[config.mk]
export PLATFORM = sky130hd
export DESIGN_NAME = fsk_period_demod_flat
export DESIGN_NICKNAME = d
export VERILOG_FILES = /design/src/rtl/fsk_pkg.sv /design/src/rtl/fsk_period_demod_if.sv /design/src/rtl/sync_edge_det.sv /design/src/rtl/fsk_period_demod.sv /design/src/flat_wrapper.sv
export SDC_FILE = /design/constraint.sdc
export NUM_CORES = 1
export LEC_CHECK = 0
export ABC_AREA = 0
export CAP_MARGIN = 20
export CELL_PAD_IN_SITES_DETAIL_PLACEMENT = 1
export CELL_PAD_IN_SITES_GLOBAL_PLACEMENT = 1
export CORE_UTILIZATION = 40
export DETAILED_ROUTE_END_ITERATION = 10
export PLACE_DENSITY = 0.76
export SLEW_MARGIN = 40
export SYNTH_ARGS = -nofsm -noshare
export SYNTH_HDL_FRONTEND = slang
export SYNTH_SLANG_ARGS = --single-unit
[constraint.sdc]
create_clock -name clk -period 2.1 [get_ports clk]
set_input_delay 0.42 -clock clk [delete_from_list [all_inputs] [get_ports clk]]
set_output_delay 0.42 -clock clk [all_outputs]
set_load 0.05 [all_outputs]
[src/rtl/fsk_pkg.sv]
// Shared FSK definitions: demodulator state/class encodings and the carrier
// periods the TX divider and RX demodulator must agree on.
package fsk_pkg;

    typedef enum logic [1:0] {
        ST_IDLE    = 2'd0,
        ST_MEASURE = 2'd1,
        ST_LOCKED  = 2'd2
    } state_t;

    typedef enum logic [1:0] {
        CLS_INVALID = 2'd0,
        CLS_MARK    = 2'd1,
        CLS_SPACE   = 2'd2
    } class_t;

    // Nominal carrier periods in clk cycles at 50 MHz (40 kHz mark, ~36 kHz space)
    localparam int unsigned MARK_PERIOD   = 1250;
    localparam int unsigned SPACE_PERIOD  = 1400;

    localparam int unsigned N_DEF         = 16;
    localparam int unsigned MARK_MIN_DEF  = 1200;
    localparam int unsigned MARK_MAX_DEF  = 1300;
    localparam int unsigned SPACE_MIN_DEF = 1350;
    localparam int unsigned SPACE_MAX_DEF = 1450;
    localparam int unsigned CONFIRM_DEF   = 4;

    function automatic class_t classify(
        input int unsigned p,
        input int unsigned mark_min,
        input int unsigned mark_max,
        input int unsigned space_min,
        input int unsigned space_max
    );
        if (p >= mark_min && p <= mark_max) return CLS_MARK;
        if (p >= space_min && p <= space_max) return CLS_SPACE;
        return CLS_INVALID;
    endfunction

endpackage

[src/rtl/fsk_period_demod_if.sv]
// Control/result bundle between the demodulator and its surroundings.
interface fsk_period_demod_if #(
    parameter int unsigned N = 16
);
    logic         en;
    logic         fsk_in;
    logic         bit_out;
    logic         bit_valid;
    logic         carrier_ok;
    logic [N-1:0] period;

    modport master (
        output en, fsk_in,
        input  bit_out, bit_valid, carrier_ok, period
    );

    modport slave (
        input  en, fsk_in,
        output bit_out, bit_valid, carrier_ok, period
    );
endinterface

[src/rtl/sync_edge_det.sv]
// Two-flop synchronizer followed by a registered rising-edge pulse.
// An input rising edge appears on rise three clk edges later.
module sync_edge_det (
    input  logic clk,
    input  logic reset,
    input  logic async_in,
    output logic rise
);
    logic [1:0] sync_q;
    logic       prev_q;

    always_ff @(posedge clk or negedge reset) begin
        if (!reset) begin
            sync_q <= '0;
            prev_q <= 1'b0;
            rise   <= 1'b0;
        end else begin
            sync_q <= {sync_q[0], async_in};
            prev_q <= sync_q[1];
            rise   <= sync_q[1] & ~prev_q;
        end
    end
endmodule

[src/rtl/fsk_period_demod.sv]
// Period-counting FSK demodulator: classifies each carrier period as mark or
// space and commits a bit after CONFIRM consecutive periods of one class.
//
// state   | meaning
// --------+---------------------------------------------------------------
// IDLE    | no carrier; waiting for the first edge to start timing
// MEASURE | timing periods, building a run towards the first decision
// LOCKED  | carrier present; bit_out follows confirmed class changes
module fsk_period_demod
    import fsk_pkg::*;
#(
    parameter int unsigned N         = N_DEF,
    parameter int unsigned MARK_MIN  = MARK_MIN_DEF,
    parameter int unsigned MARK_MAX  = MARK_MAX_DEF,
    parameter int unsigned SPACE_MIN = SPACE_MIN_DEF,
    parameter int unsigned SPACE_MAX = SPACE_MAX_DEF,
    parameter int unsigned CONFIRM   = CONFIRM_DEF
) (
    input  logic               clk,
    input  logic               reset,
    fsk_period_demod_if.slave  bus
);
    localparam int RW = $clog2(CONFIRM + 1);
    localparam logic [N-1:0]  CNT_MAX  = '1;
    localparam logic [RW-1:0] RUN_FULL = RW'(CONFIRM);

    state_t        state_q, state_d;
    class_t        last_cls_q, last_cls_d, cls;
    logic [N-1:0]  cnt_q;
    logic [N-1:0]  period_q, period_d;
    logic [RW-1:0] run_q, run_d, run_next;
    logic          bit_q, bit_d;
    logic          valid_q, valid_d;
    logic          ok_q, ok_d;
    logic          rise;

    sync_edge_det u_sync (
        .clk      (clk),
        .reset    (reset),
        .async_in (bus.fsk_in),
        .rise     (rise)
    );

    // Free-running period counter; value at a rise is the period just ended
    always_ff @(posedge clk or negedge reset) begin
        if (!reset) begin
            cnt_q <= '0;
        end else if (rise) begin
            cnt_q <= N'(1);
        end else if (cnt_q != CNT_MAX) begin
            cnt_q <= cnt_q + N'(1);
        end
    end

    always_comb begin
        cls = classify(32'(cnt_q), MARK_MIN, MARK_MAX, SPACE_MIN, SPACE_MAX);
        run_next = '0;
        if (cls != CLS_INVALID) begin
            if (cls == last_cls_q) begin
                run_next = (run_q == RUN_FULL) ? run_q : run_q + RW'(1);
            end else begin
                run_next = RW'(1);
            end
        end
    end

    always_comb begin
        state_d    = state_q;
        run_d      = run_q;
        last_cls_d = last_cls_q;
        bit_d      = bit_q;
        valid_d    = 1'b0;
        period_d   = period_q;

        if (!bus.en) begin
            state_d    = ST_IDLE;
            run_d      = '0;
            last_cls_d = CLS_INVALID;
        end else begin
            case (state_q)
                ST_IDLE: begin
                    if (rise) begin
                        state_d    = ST_MEASURE;
                        run_d      = '0;
                        last_cls_d = CLS_INVALID;
                    end
                end
                ST_MEASURE: begin
                    if (rise) begin
                        period_d   = cnt_q;
                        run_d      = run_next;
                        last_cls_d = cls;
                        if (run_next == RUN_FULL) begin
                            bit_d   = (cls == CLS_MARK);
                            valid_d = 1'b1;
                            state_d = ST_LOCKED;
                        end
                    end else if (cnt_q == CNT_MAX) begin
                        state_d    = ST_IDLE;
                        run_d      = '0;
                        last_cls_d = CLS_INVALID;
                    end
                end
                ST_LOCKED: begin
                    if (rise) begin
                        period_d = cnt_q;
                        if (cls == CLS_INVALID) begin
                            state_d    = ST_MEASURE;
                            run_d      = '0;
                            last_cls_d = CLS_INVALID;
                        end else begin
                            run_d      = run_next;
                            last_cls_d = cls;
                            // Only a confirmed run of the other class moves the bit
                            if (run_next == RUN_FULL && (cls == CLS_MARK) != bit_q) begin
                                bit_d   = ~bit_q;
                                valid_d = 1'b1;
                            end
                        end
                    end else if (cnt_q == CNT_MAX) begin
                        state_d    = ST_IDLE;
                        run_d      = '0;
                        last_cls_d = CLS_INVALID;
                    end
                end
                default: begin
                    state_d    = ST_IDLE;
                    run_d      = '0;
                    last_cls_d = CLS_INVALID;
                end
            endcase
        end

        ok_d = (state_d == ST_LOCKED);
    end

    always_ff @(posedge clk or negedge reset) begin
        if (!reset) begin
            state_q    <= ST_IDLE;
            run_q      <= '0;
            last_cls_q <= CLS_INVALID;
            bit_q      <= 1'b1;
            valid_q    <= 1'b0;
            ok_q       <= 1'b0;
            period_q   <= '0;
        end else begin
            state_q    <= state_d;
            run_q      <= run_d;
            last_cls_q <= last_cls_d;
            bit_q      <= bit_d;
            valid_q    <= valid_d;
            ok_q       <= ok_d;
            period_q   <= period_d;
        end
    end

    assign bus.bit_out    = bit_q;
    assign bus.bit_valid  = valid_q;
    assign bus.carrier_ok = ok_q;
    assign bus.period     = period_q;

endmodule

[src/flat_wrapper.sv]
// flat-port wrapper written by rule: the top's interface ports become plain ports
module fsk_period_demod_flat import fsk_pkg::*;
#(
    parameter int unsigned N         = N_DEF,
    parameter int unsigned MARK_MIN  = MARK_MIN_DEF,
    parameter int unsigned MARK_MAX  = MARK_MAX_DEF,
    parameter int unsigned SPACE_MIN = SPACE_MIN_DEF,
    parameter int unsigned SPACE_MAX = SPACE_MAX_DEF,
    parameter int unsigned CONFIRM   = CONFIRM_DEF
)
  (clk, reset, bus_en, bus_fsk_in, bus_bit_out, bus_bit_valid, bus_carrier_ok, bus_period);
  fsk_period_demod_if #(.N(N)) bus_i ();
  input  logic clk;
  input  logic reset;
  input wire logic [$bits(bus_i.en)-1:0] bus_en;
  input wire logic [$bits(bus_i.fsk_in)-1:0] bus_fsk_in;
  output wire logic [$bits(bus_i.bit_out)-1:0] bus_bit_out;
  output wire logic [$bits(bus_i.bit_valid)-1:0] bus_bit_valid;
  output wire logic [$bits(bus_i.carrier_ok)-1:0] bus_carrier_ok;
  output wire logic [$bits(bus_i.period)-1:0] bus_period;
  assign bus_i.en = bus_en;
  assign bus_i.fsk_in = bus_fsk_in;
  assign bus_bit_out = bus_i.bit_out;
  assign bus_bit_valid = bus_i.bit_valid;
  assign bus_carrier_ok = bus_i.carrier_ok;
  assign bus_period = bus_i.period;
  fsk_period_demod #(.N(N), .MARK_MIN(MARK_MIN), .MARK_MAX(MARK_MAX), .SPACE_MIN(SPACE_MIN), .SPACE_MAX(SPACE_MAX), .CONFIRM(CONFIRM)) u_core (.clk(clk), .reset(reset), .bus(bus_i));
endmodule
==> out/qor.csv <==
metric,value,unit
start_kind,flop,
ys_seq_area_share,45.9,%
die_h,81.3,um
gp_congestion,0.890,
clk_latency,0.30,ns
fin_tns_setup,0,ns
synth_flop_cell,dfrtp_1,
root_buffer,clkbuf_8,
layout_commonest_cell,dfrtp_1,
seqCellArea,0.00116,mm^2
netlist.area_leader.share,44.8,%
place_area,0.00300,mm^2
min_path_type,in -> async,
ant_nets,0,
p_per_area,722,mW/mm^2
drv_slew,0,
fp.coreArea,0.00599,mm^2
drt-total-wl,6890,um
grt_pass1_vias,2175,
worstMarginPinSlew,0.535,ns
fillers,681,
synthCells,252,
antenna_found_initial,0,
dp_hpwl,4640,um
min_period_over_period,99.6,%
wl_per_cell,18.1,um
finalNonFillerCells,380,
rrSetupSlack,0.009,ns
cts_tree,done,
outcome,"complete, no violations",
die_x,81.3,um
max_stage_delay,0.53,ns
cp-end-kind,flop,
initial_core_util,41.9,%
peakVddDrop,596,uV
finalHoldViolations,0,
post-place-cells,367,
synth_edf_count,0,
synthTopCellsByArea,"dfrtp_1, mux2_2, ha_1",
cp_num_buf_inv,1,
portBuffers,22,
slew_headroom,64.3,%
path_cells,buf_6 > a211oi_4 > o21bai_2 > a2111o_1 > a311oi_2 > o31ai_2 > and2_1,
setup_ws,0.00857,ns
place_worst_setup_slack,-0.0275,ns
cts-hold-fix-buffers,0,
num_rows,28,
path_max_fanout,4,
grt_overflow_total,0,
antennaDiodeCount,0,
setup-violations-final,0,
grt_pass1_wl,11000,um
crit_family,compound AO/OA/AOI/OAI gates,
ys_seq_elements,46,
yosys_warnings,0,
p_leak,1.43,nW
maxCapViolCount,0,
path_class,reg -> reg,
cts_buffer_depth,2,
nets,318,
syn_avg_cell_area,9.97,um^2
io_pins,23,
track_usage,22.2,%
required,2.30,ns
remaining_drc_errors,0,
multi_input_area,0.00135,mm^2
fmax,478,MHz
dieArea,0.00660,mm^2
crit_slowest_cell,a2111o_1,
post_drt_via_cell_ratio,5.59,
yosysUniqueCellTypes,51,
grt_max_degree,47,
rsz0062_at_grt,yes,
fin_skew,0.00970,ns
layout.cell_area.non_filler,0.00324,mm^2
drt_iter0_drc,161,
synth_top_area_cell,dfrtp_1,
drive_above_1_share,29.5,%
htree_num_levels,2,
period_minus_slack,2.09,ns
vias,2126,
clkSlewWorstSetupHoldPaths,0.09,ns
syn_nets,265,
drt-pass1-iter-count,4,
cts_sinks,46,
area_delta_synth_final,28.9,%
layout_common_cells,"dfrtp_1, buf_4, nor2_1, nand2_1, clkdlybuf4s50_1",
cts_made_buffers,5,
syn_area,0.00251,mm^2
async_reset_ff_share,100,%
arrival,2.29,ns
finalPower,2.34,mW
## sequential cells by signal, summed over array words and instances, names as in the netlist
name	flops
u_core.bus.bit_out	1
u_core.bus.bit_valid	1
u_core.u_sync.sync_q	2
u_core.bus.carrier_ok	1
u_core.state_q	2
u_core.cnt_q	16
u_core.run_q	3
u_core.bus.period	16
u_core.u_sync.prev_q	1
u_core.u_sync.rise	1
u_core.last_cls_q	2
## synthesized netlist by cell type, types with 4 or more instances
cell,number
dfrtp_1,45
nand2_1,28
nor2_1,28
mux2_2,14
xor2_1,11
nand3_1,10
o21ai_0,10
ha_1,9
a21oi_1,8
inv_1,8
nand4_1,8
nor3_1,7
buf_2,5
clkbuf_1,5
xnor2_1,4
## per-layer routing
metal / up-vias / track usage, % / part of all wire (%)
met5: - / 0 / 0
met4: 0 / 7.32 / 1.6
met3: 10 / 4.16 / 2.8
met2: 36 / 36.6 / 51
met1: 1088 / 29.2 / 44
li1: 992 / - / -
## power by group
group	switching, mW	total, mW	internal, mW
Clock	0.296	0.520	0.224
Sequential	0.111	1.07	0.963
Combinational	0.436	0.744	0.308
## cell families (layout without fill, tap and decap cells)
kind of cell | Yosys count | in the layout | share of synthesized area (%)
AO/OA/AOI/OAI | 42 | 42 | 11.9
flip-flops | 46 | 46 | 45.9
AND/OR/NAND/NOR | 105 | 105 | 22.0
adder cells (fa/ha/maj) | 9 | 9 | 4.48
XOR/XNOR | 15 | 15 | 5.23
multiplexers | 14 | 14 | 6.27
buffers and inverters | 21 | 74 | 4.28
## per-stage QoR
stage               utilization, %  hold WS [ns]
floorplan                        -         0.124
global placement              50.1         0.337
detailed placement            50.1         0.343
CTS                           51.9        0.0956
global route                  54.1         0.106
finish                        54.1        0.0909
## what timing repair did
item                       in CTS  in global routing
pin swaps                       2                 15
setup buffers                   1                  7
resized for setup               5                 22
setup endpoints to repair       5                 10
## layout make-up
class	instances	share of cell area, %
clock buffers	5	2.13
clock inverters	2	0.309
inverters	8	0.927
multi-input cells	185	41.7
flip-flops and latches	46	35.7
well taps	75	2.90
repair buffers	59	16.3
## worst paths after layout
check                                   startpoint                      end  cells after the start
max                                u_core.cnt_q[0]        u_core.state_q[0]                      7
min                                          reset     u_core.last_cls_q[0]                      2
max reg2reg                        u_core.cnt_q[0]        u_core.state_q[0]                      7
min reg2reg                u_core.u_sync.sync_q[0]  u_core.u_sync.sync_q[1]                      0
max in group asynchronous                    reset       u_core.bus.bit_out                      2
min in group clk           u_core.u_sync.sync_q[0]  u_core.u_sync.sync_q[1]                      0
No activity file was read; power rests on OpenSTA's default activity.
